==> config.mk <==
export PLATFORM = sky130hd
export DESIGN_NAME = booth_dot_accumulator
export DESIGN_NICKNAME = d
export VERILOG_FILES = /design/src/rtl/booth_pkg.sv /design/src/rtl/booth_dot_accumulator_sat_add.sv /design/src/rtl/booth_dot_accumulator.sv
export SDC_FILE = /design/constraint.sdc
export NUM_CORES = 1
export LEC_CHECK = 0
export BUFFER_PORTS_ARGS = -buffer_cell sky130_fd_sc_hd__buf_2
export CAP_MARGIN = 20
export CORE_ASPECT_RATIO = 1.1
export CORE_UTILIZATION = 40
export CTS_BUF_LIST = sky130_fd_sc_hd__clkbuf_4 sky130_fd_sc_hd__clkbuf_8 sky130_fd_sc_hd__clkbuf_16
export DETAILED_ROUTE_END_ITERATION = 16
export GPL_TIMING_DRIVEN = 1
export HOLD_SLACK_MARGIN = 0.05
export PLACE_DENSITY_LB_ADDON = 0.05
export SKIP_LAST_GASP = 1
export SLEW_MARGIN = 20
export SYNTH_ARGS = -nofsm -noshare
export SYNTH_HDL_FRONTEND = slang
export SYNTH_SLANG_ARGS = --single-unit
==> constraint.sdc <==
create_clock -name clk -period 8.05 [get_ports clk]
set_input_delay 1.61 -clock clk [delete_from_list [all_inputs] [get_ports clk]]
set_output_delay 1.61 -clock clk [all_outputs]
set_load 0.05 [all_outputs]
==> src/rtl/booth_pkg.sv <==
// Shared constants, FSM state type and saturation-bound helpers for the
// Booth dot-product accumulator.
package booth_pkg;

  localparam int PROD_W_DEFAULT = 8;

  typedef enum logic {
    ACCUM = 1'b0,
    HOLD  = 1'b1
  } state_t;

  function automatic logic signed [63:0] sat_max(input int w);
    return (64'sd1 <<< (w - 1)) - 64'sd1;
  endfunction

  function automatic logic signed [63:0] sat_min(input int w);
    return -(64'sd1 <<< (w - 1));
  endfunction

endpackage

==> src/rtl/booth_dot_accumulator_sat_add.sv <==
// Combinational ACC_W-bit signed saturating adder; b is sign-extended and
// overflow is read from the top two bits of an ACC_W+1-bit sum.
module sat_add
  import booth_pkg::*;
#(
  parameter int ACC_W  = 16,
  parameter int PROD_W = PROD_W_DEFAULT
) (
  input  logic signed [ACC_W-1:0]  a,
  input  logic signed [PROD_W-1:0] b,
  output logic signed [ACC_W-1:0]  sum,
  output logic                     ovf
);

  localparam logic [ACC_W-1:0] MAX_VAL = ACC_W'(sat_max(ACC_W));
  localparam logic [ACC_W-1:0] MIN_VAL = ACC_W'(sat_min(ACC_W));

  logic [ACC_W:0] wide;

  assign wide = {a[ACC_W-1], a} + {{(ACC_W + 1 - PROD_W){b[PROD_W-1]}}, b};

  always_comb begin
    sum = wide[ACC_W-1:0];
    ovf = 1'b0;
    if (wide[ACC_W] != wide[ACC_W-1]) begin
      ovf = 1'b1;
      sum = wide[ACC_W] ? MIN_VAL : MAX_VAL;
    end
  end

endmodule

==> src/rtl/booth_dot_accumulator.sv <==
// Sums groups of LEN signed products with saturation and presents each
// group result on a valid/ready output handshake.
module booth_dot_accumulator
  import booth_pkg::*;
#(
  parameter int PROD_W = PROD_W_DEFAULT,
  parameter int ACC_W  = 16,
  parameter int LEN    = 4
) (
  input  logic                     clk,
  input  logic                     rst_n,
  input  logic                     clr,
  input  logic                     in_valid,
  output logic                     in_ready,
  input  logic signed [PROD_W-1:0] in_prod,
  output logic                     out_valid,
  input  logic                     out_ready,
  output logic signed [ACC_W-1:0]  out_acc,
  output logic                     out_ovf
);

  localparam int CNT_W = (LEN > 1) ? $clog2(LEN) : 1;
  localparam logic [CNT_W-1:0] LAST = CNT_W'(LEN - 1);

  state_t                   state_reg, state_next;
  logic [CNT_W-1:0]         cnt_reg, cnt_next;
  logic signed [ACC_W-1:0]  acc_reg, acc_next;
  logic                     ovf_reg, ovf_next;
  logic signed [ACC_W-1:0]  sum;
  logic                     sum_ovf;

  sat_add #(
    .ACC_W (ACC_W),
    .PROD_W(PROD_W)
  ) u_sat_add (
    .a  (acc_reg),
    .b  (in_prod),
    .sum(sum),
    .ovf(sum_ovf)
  );

  always_comb begin
    state_next = state_reg;
    cnt_next   = cnt_reg;
    acc_next   = acc_reg;
    ovf_next   = ovf_reg;
    in_ready   = (state_reg == ACCUM);
    out_valid  = (state_reg == HOLD);

    if (clr) begin
      state_next = ACCUM;
      cnt_next   = '0;
      acc_next   = '0;
      ovf_next   = 1'b0;
    end else begin
      case (state_reg)
        ACCUM: begin
          if (in_valid) begin
            acc_next = sum;
            ovf_next = ovf_reg | sum_ovf;
            if (cnt_reg == LAST) begin
              state_next = HOLD;
            end else begin
              cnt_next = cnt_reg + 1'b1;
            end
          end
        end
        HOLD: begin
          if (out_ready) begin
            state_next = ACCUM;
            cnt_next   = '0;
            acc_next   = '0;
            ovf_next   = 1'b0;
          end
        end
        default: state_next = ACCUM;
      endcase
    end
  end

  always_ff @(posedge clk) begin
    if (!rst_n) begin
      state_reg <= ACCUM;
      cnt_reg   <= '0;
      acc_reg   <= '0;
      ovf_reg   <= 1'b0;
    end else begin
      state_reg <= state_next;
      cnt_reg   <= cnt_next;
      acc_reg   <= acc_next;
      ovf_reg   <= ovf_next;
    end
  end

  // The running partial sum is only exposed once the group is complete.
  assign out_acc = (state_reg == HOLD) ? acc_reg : '0;
  assign out_ovf = (state_reg == HOLD) ? ovf_reg : 1'b0;

endmodule

# Word-level counts from Yosys, hierarchy flattened
# Cells that the tools add are included.
# word_totals
ff_bits,20
wordCells,36
output_inout_bits,19
in_bits,13
# classes
eq_ne,5
mux,19
addsub,2
bitwise_logic,3
reduce_logical,3
# ops
cell,count
16-bit two-way mux,5
16-bit case mux with 2 select lines,1
16-bit by 8-bit adder with 17-bit output,1
1-bit two-way mux,7
2-bit two-way mux,3
"2-bit inequality test, second input constant",3
1-bit case mux with 2 select lines,2
2-bit case mux with 2 select lines,1
3-bit AND reduction,1
"2-bit by 1-bit adder with 2-bit output, second input constant",1
"2-bit == test, second input constant",1
1-bit inverter,2
2-bit AND reduction,1
2-bit OR reduction,1
1-bit inequality test,1
1-bit OR,1

# Depth between registers and ports, before layout
# Gate-level depths: netlist of the first run.
# logic_depth
word_depth,6
ltp_mapped,10
mapped_depth_nobuf,9

# Hierarchy
# From an unflattened synthesis of the first run, not the netlist that was laid out.
# unflattened
cells_unflattened,220
hier_area_um2,1956.9
# modules_own_cells
module,area_per_inst_um2,n_inst,seq_area_each_um2,cells_per_inst
sat_add,1022.2,1,0.0,127
booth_dot_accumulator,934.6,1,400.4,93

# Worst setup path after synthesis of the first run
# Ideal clock, no wire load.
# synth_path
path_kind,in2reg
startpoint,in in_prod[0]
endpoint,reg acc_reg[2]
setup_ns,0.122
setup_slack_ns,4.341
required_time_ns,7.928
stages,10
n_path_buf,1
t_arrival_ns,3.587
cell_sequence,ha_1 fa_1 a211oi_1 o21ai_1 o21ai_2 o211ai_4 or2_1 and2_4 buf_6 a221o_1
# synth_via
elab_chain_len,5
word_cells_on_any_way,6
cone_classes,add/sub: 1; eq/ne: 1; mux: 4
# synth_lines
item,line_no,text
from (decl),booth_dot_accumulator.sv:15,"input logic signed [PROD_W-1:0] in_prod,"
16-bit by 8-bit adder with 17-bit output *,booth_dot_accumulator_sat_add.sv:20,"assign wide = {a[ACC_W-1], a} + {{(ACC_W + 1 - PROD_W){b[PROD_W-1]}}, b};"
16-bit two-way mux / 1-bit inequality test (equally long branches),"booth_dot_accumulator_sat_add.sv:27, booth_dot_accumulator_sat_add.sv:25",
16-bit two-way mux *,booth_dot_accumulator_sat_add.sv:25,if (wide[ACC_W] != wide[ACC_W-1]) begin
16-bit two-way mux *,booth_dot_accumulator.sv:58,if (in_valid) begin
16-bit case mux with 2 select lines *,booth_dot_accumulator.sv:56,case (state_reg)
to (signal assigned),booth_dot_accumulator.sv:90,acc_reg <= acc_next;
to (decl),booth_dot_accumulator.sv:27,"logic signed [ACC_W-1:0] acc_reg, acc_next;"
# Every way passes the cells marked *; elsewhere a longest branch is shown, timed or not. The select of a mux whose other input is x is not followed.
# A chain may end at the register's enable or synchronous reset.

# Worst setup path after layout of the first run
# layout_path
startpoint,in in_prod[5]
endpoint,reg acc_reg[4]
# The elaborated chain is that of the path after synthesis.

==> results of run 1 <==
-- routing by layer --
metal	vias to the layer above	global-route usage	wire (µm)	share of wire
li1	793	-	-	-
met3	10	0.0247	131	0.033
met5	-	0	0	0
met4	0	0.0758	107	0.027
met2	37	0.311	1820	0.46
met1	729	0.235	1860	0.47
-- synth_stat cells, types with 2 or more instances --
cell type / n
o21a_1: 3
nor2b_1: 3
o21ai_0: 10
inv_1: 4
a221o_1: 12
xnor2_1: 8
a211oi_1: 3
o211ai_1: 3
a21o_1: 3
a22o_1: 3
xor2_1: 4
nand2_1: 12
nand2b_1: 3
nor3_1: 3
and3_1: 4
nor2_1: 12
ha_1: 17
dfxtp_1: 20
a31oi_1: 2
maj3_1: 2
a21oi_1: 23
and2_1: 17
nand3_1: 2
clkbuf_1: 3
-- logic make-up (layout without fill, tap and decap cells) --
logic type / Yosys count / after routing / synth area share
adder cells (fa/ha/maj): 20 / 20 / 0.153
buffers and inverters: 9 / 39 / 0.0258
XOR/XNOR: 12 / 12 / 0.0637
AND/OR/NAND/NOR: 61 / 61 / 0.198
flip-flops: 20 / 20 / 0.243
AO/OA/AOI/OAI: 73 / 73 / 0.317
-- stage by stage --
step	setup WS, ns	power [W]	hold slack, ns	std cells
after global routing	4.15	0.000327	0.498	277
after global placement	4.07	0.000204	0.446	273
after floorplan	4.34	0.000186	0.432	195
after detailed placement	4.05	0.000205	0.456	273
final	4.35	0.000309	0.472	277
after CTS	4.34	0.000311	0.477	277
-- worst max-delay path: cells and delay by family --
| family | cells | cell delay [ns] |
|---|---|---|
| and+or+nand+nor | 4 | 1.38 |
| adders and majority gates | 1 | 0.36 |
| buffers and inverters | 1 | 0.10 |
| AOI/OAI and AO/OA | 2 | 0.47 |
-- layout make-up --
type                    instances  share of cell area
clock buffers                   3              0.0216
clock inverters                 1              0.0157
multi-input cells             166               0.631
repair buffers                 31              0.0810
inverters                       4             0.00784
flip-flops and latches         20               0.209
well taps                      52              0.0340
-- worst max path at each step --
stage,start,end,slack [ns],cells past startpoint
after floorplan,in_prod[0],acc_reg[2]$_SDFFE_PP0P_,4.34,10
after global placement,in_prod[0],acc_reg[12]$_SDFFE_PP0P_,4.07,10
after detailed placement,in_prod[5],acc_reg[4]$_SDFFE_PP0P_,4.05,8
after CTS,in_prod[5],acc_reg[4]$_SDFFE_PP0P_,4.34,8
after global routing,in_prod[5],acc_reg[8]$_SDFFE_PP0P_,4.15,8
final,in_prod[5],acc_reg[4]$_SDFFE_PP0P_,4.35,8
-- power by group --
part | total [W] | leakage [nW] | switching, W | internal (W)
clock network | 0.000106 | 0.0357 | 0.0000391 | 0.0000665
logic | 0.0000918 | 0.689 | 0.0000510 | 0.0000409
registers | 0.000112 | 0.163 | 0.00000542 | 0.000106
-- placed cells by master (no fill, tap or decap), types with 2 or more instances in the layout --
master,instances
buf_2,31
a21oi_1,23
dfxtp_1,20
and2_1,17
ha_1,17
nand2_1,12
nor2_1,12
a221o_1,12
o21ai_0,10
xnor2_1,8
inv_1,4
and3_1,4
xor2_1,4
o211ai_1,3
a211oi_1,3
nand2b_1,3
nor3_1,3
a22o_1,3
nor2b_1,3
o21a_1,3
a21o_1,3
clkbuf_8,3
nand3_1,2
a31oi_1,2
maj3_1,2
==> qor.yml, run 1 <==
critPathKind: "input port to flip-flop"
reg2reg_depth: 7
die_w_um: 63.2
cts.path.max_buffers: 2
max-slew-margin-rel: 0.398
multiInputGateArea_um2: 1210
synth_edf_count: 0
cts_max_level: 1
vias: 1569
grt_pass1_vias: 1439
grt_pass1_wl_mm: 6.60
synth_top_area_share: 0.243
wl_per_cell_um: 14.2
finalSetupTns_ns: 0
min_to: "ovf_reg$_SDFFE_PP0P_"
synthTopCellsByArea: "dfxtp_1 24%, ha_1 13%, a221o_1 7.3%"
die_area_um2: 4390
post_cts_buffers: 0
path_cells: "buf_2 -> ha_1 -> nor3_1 -> and4bb_1 -> and3_1 -> a211oi_2 -> and3_1 -> a221o_1"
r2r_start: "acc_reg[5]$_SDFFE_PP0P_"
regArea_um2: 400
core_area_um2: 3960
p_leak_nw: 0.888
start_util: 0.416
fillCellCount: 421
drt-pass1-iter-count: 4
finalCritPeriodShare: 0.460
post_cts_resized: 0
r2r_slack_ns: 5.45
rows: 24
status: "finished clean"
synthesis.area_um2: 1650
vias_per_cell: 5.66
synth_flop_cell: "dfxtp_1"
track_usage: 0.185
hold_viol: 0
worstPathRequired_ns: 8.27
synthToLayoutAreaGrowth_pct: 16.0
maxCapViolCount: 0
final_nets: 257
power.density_nw_per_um2: 161
synth.net_count: 226
num_antenna_cells: 0
utilization: 0.483
antenna_found_initial: 0
max_stage_delay_ns: 0.59
finalSetupViolations: 0
hold_path_startpoint: "ovf_reg$_SDFFE_PP0P_"
io_pins: 32
worstMarginPinSlew_ns: 0.903
yosys_register_bits: 20
end_kind: "flip-flop"
r2r_end: "acc_reg[4]$_SDFFE_PP0P_"
numCtsBuffers: 3
overflow: 0
hold_path_class: "flip-flop to flip-flop"
synth_largest_area_cell: "dfxtp_1"
drt-initial-drc-count: 57
cpMostUsedCell: "and3_1"
drt-total-wl_mm: 3.93
hold_buffers: 0
rsz0062_at_grt: "false"
yosysUniqueCellTypes: 43
grt_max_degree: 26
die_y_um: 69.4
synth.avg_cell_area_um2: 8.46
ys_seq_area_frac: 0.243
async_flop_share: 0
start_kind: "input port"
largest_register_ffs: 16
yosysWarnings: 0
worstPathMaxFanout: 12
clk_pin_slew_ns: 0.09
antenna_left: 0
fin_area_um2: 1910
drive_gt1_frac: 0.182
globalplace.congestion: 0.819
min_delay_path_depth: 1
fin_skew_ns: 0.00371
critPathSlowestCell: "and3_1"
io_buffer_count: 31
syn_inst: 195
cts_tree: "done"
drcViolationCount: 0
cts_root_buffer: "clkbuf_8"
place_area_um2: 1840
drv_slew: 0
max-vdd-ir-drop_mv: 0.0679
crit_arrival_ns: 3.92
fmax_mhz: 270
clk_latency_ns: 0.27
fin_crit_ns: 3.70
dp_hpwl_mm: 2.86
numClockSinks: 20
(Power assumes the default switching activity.)
==> run 2: changes to the inputs <==
--- a/config.mk
+++ b/config.mk
@@ -5,6 +5,7 @@
 export SDC_FILE = /design/constraint.sdc
 export NUM_CORES = 1
 export LEC_CHECK = 0
+export ABC_AREA = 1
 export BUFFER_PORTS_ARGS = -buffer_cell sky130_fd_sc_hd__buf_2
 export CAP_MARGIN = 20
 export CORE_ASPECT_RATIO = 1.1
==> constraint.sdc (replaced) <==
create_clock -name clk -period 3.85 [get_ports clk]
set_input_delay 0.77 -clock clk [delete_from_list [all_inputs] [get_ports clk]]
set_output_delay 0.77 -clock clk [all_outputs]
set_load 0.05 [all_outputs]
==> qor.yml, run 2 <==
final_nets: 387
cts.path.max_buffers: 2
timing.critical_path.buf_inv: 1
synth.most_common_cell: "nand2_1"
total_power_w: 0.000681
internal-power_w: 0.000441
synthesis.area_um2: 2050
largest_register_ffs: 16
p_leak_nw: 1.33
numClockSinks: 20
clk_pin_slew_ns: 0.09
die_area_um2: 5410
crit_arrival_ns: 2.82
max-vdd-ir-drop_mv: 0.176
synth.net_count: 358
globalplace.congestion: 0.831
multiInputGateArea_um2: 1400
synth.avg_cell_area_um2: 6.26
drt-initial-drc-count: 79
yosys_register_bits: 20
fin_crit_ns: 2.62
synthTopCellsByCount: "118 x nand2_1, 49 x inv_1, 26 x nand3_1"
hold_path_class: "flip-flop to flip-flop"
place_area_um2: 2230
end_kind: "flip-flop"
cts_tree: "done"
drcViolationCount: 0
synth_largest_area_cell: "nand2_1"
rsz0062_at_grt: "false"
finalCritPeriodShare: 0.682
track_usage: 0.190
numCtsBuffers: 3
final_cell_mix: "118 x nand2_1, 49 x inv_1, 31 x buf_2, 26 x nand3_1, 20 x dfxtp_1"
p_sw_w: 0.000240
dp_hpwl_mm: 3.68
worstPathRequired_ns: 4.05
layout_commonest_cell: "nand2_1"
vias: 1958
vias_per_cell: 4.76
synth_flop_cell: "dfxtp_1"
grt_pass1_wl_mm: 8.38
fillCellCount: 520
drt-pass1-iter-count: 4
crit_family: "simple AND/OR/NAND/NOR gates"
synthToLayoutAreaGrowth_pct: 12.2
hold_viol: 0
drv_slew: 0
fin_skew_ns: 0.00422
yosysWarnings: 0
reg2reg_depth: 13
dp.cells: 407
syn_inst: 327
worstMarginPinSlew_ns: 0.749
power.density_nw_per_um2: 296
min_delay_path_depth: 2
die_w_um: 70.2
fmax_mhz: 381
grt_max_degree: 21
start_kind: "input port"
cpMostUsedCell: "nand2_1"
rows: 26
maxCapViolCount: 0
async_flop_share: 0
die_y_um: 77.1
comb_power_share: 0.334
io_buffer_count: 31
critPathSlowestCell: "fa_1"
status: "finished clean"
io_pins: 32
hold_buffers: 0
finalSetupTns_ns: 0
ys_seq_area_frac: 0.195
cts_max_level: 1
final_cells: 411
yosysUniqueCellTypes: 30
path_cells: "buf_2 -> ha_1 -> fa_1 -> nand2_1 -> nand2_1 -> nand3_1 -> nand2_2 -> nand2_2 -> nand2_1 -> nand2_2 -> nand2_4 -> a21oi_4 -> nand2_1 -> a21oi_2"
grt_pass1_vias: 1855
num_antenna_cells: 0
wl_per_cell_um: 11.9
synth_top_area_share: 0.216
critPathKind: "input port to flip-flop"
antenna_found_initial: 0
drt-total-wl_mm: 4.87
antenna_left: 0
synthTopCellsByArea: "nand2_1 22%, dfxtp_1 20%, ha_1 10%"
finalSetupViolations: 0
drive_gt1_frac: 0.211
clock_power_share: 0.332
max-slew-margin-rel: 0.500
utilization: 0.481
switching_share: 0.352
synth_edf_count: 0
start_util: 0.428
pwr-share-seq: 0.334
core_area_um2: 4780
clk_latency_ns: 0.27
max_stage_delay_ns: 0.41
post_cts_buffers: 0
cp.depth: 14
regArea_um2: 400
cts_root_buffer: "clkbuf_8"
post_cts_resized: 0
worstPathMaxFanout: 15
fin_area_um2: 2300
overflow: 0
-- run 2: cells by family after synthesis --
family,after synthesis,share of synthesized area
AND/OR/NAND/NOR,184,0.402
buffers and inverters,60,0.120
adder cells (fa/ha/maj),18,0.114
XOR/XNOR,10,0.0428
AO/OA/AOI/OAI,35,0.126
flip-flops,20,0.195
-- run 2: path summary, 6_finish.rpt --
kind                                               from  slack (ns)                       end
worst max-delay path                         in_prod[0]        1.23  acc_reg[10]$_SDFFE_PP0P_
worst min-delay path            cnt_reg[1]$_SDFFE_PP0P_        0.47   cnt_reg[1]$_SDFFE_PP0P_
worst max register to register  acc_reg[0]$_SDFFE_PP0P_        1.49  acc_reg[10]$_SDFFE_PP0P_
worst min register to register  cnt_reg[1]$_SDFFE_PP0P_        0.47   cnt_reg[1]$_SDFFE_PP0P_
-- run 2: through the flow --
step           hold WS [ns]  setup WS (ns)
2_1_floorplan         0.432           1.36
3_3_place_gp          0.452          0.948
3_5_place_dp          0.460          0.914
4_1_cts               0.475           1.20
5_1_grt               0.485           1.04
6_report              0.469           1.23
-- run 2: layout make-up --
cell class / count / area share
Multi-Input combinational cell: 247 / 0.610
Clock inverter: 1 / 0.0131
Timing Repair Buffer: 31 / 0.0675
Tap cell: 56 / 0.0305
Sequential cell: 20 / 0.174
Clock buffer: 3 / 0.0180
Inverter: 53 / 0.0866
-- run 2: worst register-to-register path: stages (launching register included) --
cell and delay [ns]:
dfxtp_1 0.34, ha_1 0.20, fa_1 0.41, nand2_1 0.08, nand2_1 0.09, nand3_1 0.11
nand2_2 0.09, nand2_2 0.08, nand2_1 0.08, nand2_2 0.08, nand2_4 0.07, a21oi_4 0.41
nand2_1 0.13, a21oi_2 0.12
-- run 2: layer usage --
layer	up-vias	wire, µm	share of wire	track usage
met5	-	0	0	0
met4	0	43	0.0088	0.0360
met3	4	122	0.025	0.0276
met2	29	2320	0.48	0.336
met1	854	2390	0.49	0.242
li1	1071	-	-	-
-- run 2: power groups by stage --
stage / combinational, W / clock, W / sequential (W)
3_5_place_dp: 0.000229 / 0 / 0.000232
6_report: 0.000228 / 0.000226 / 0.000227
5_1_grt: 0.000259 / 0.000240 / 0.000229
2_1_floorplan: 0.000190 / 0 / 0.000229
3_3_place_gp: 0.000229 / 0 / 0.000232
4_1_cts: 0.000230 / 0.000232 / 0.000227
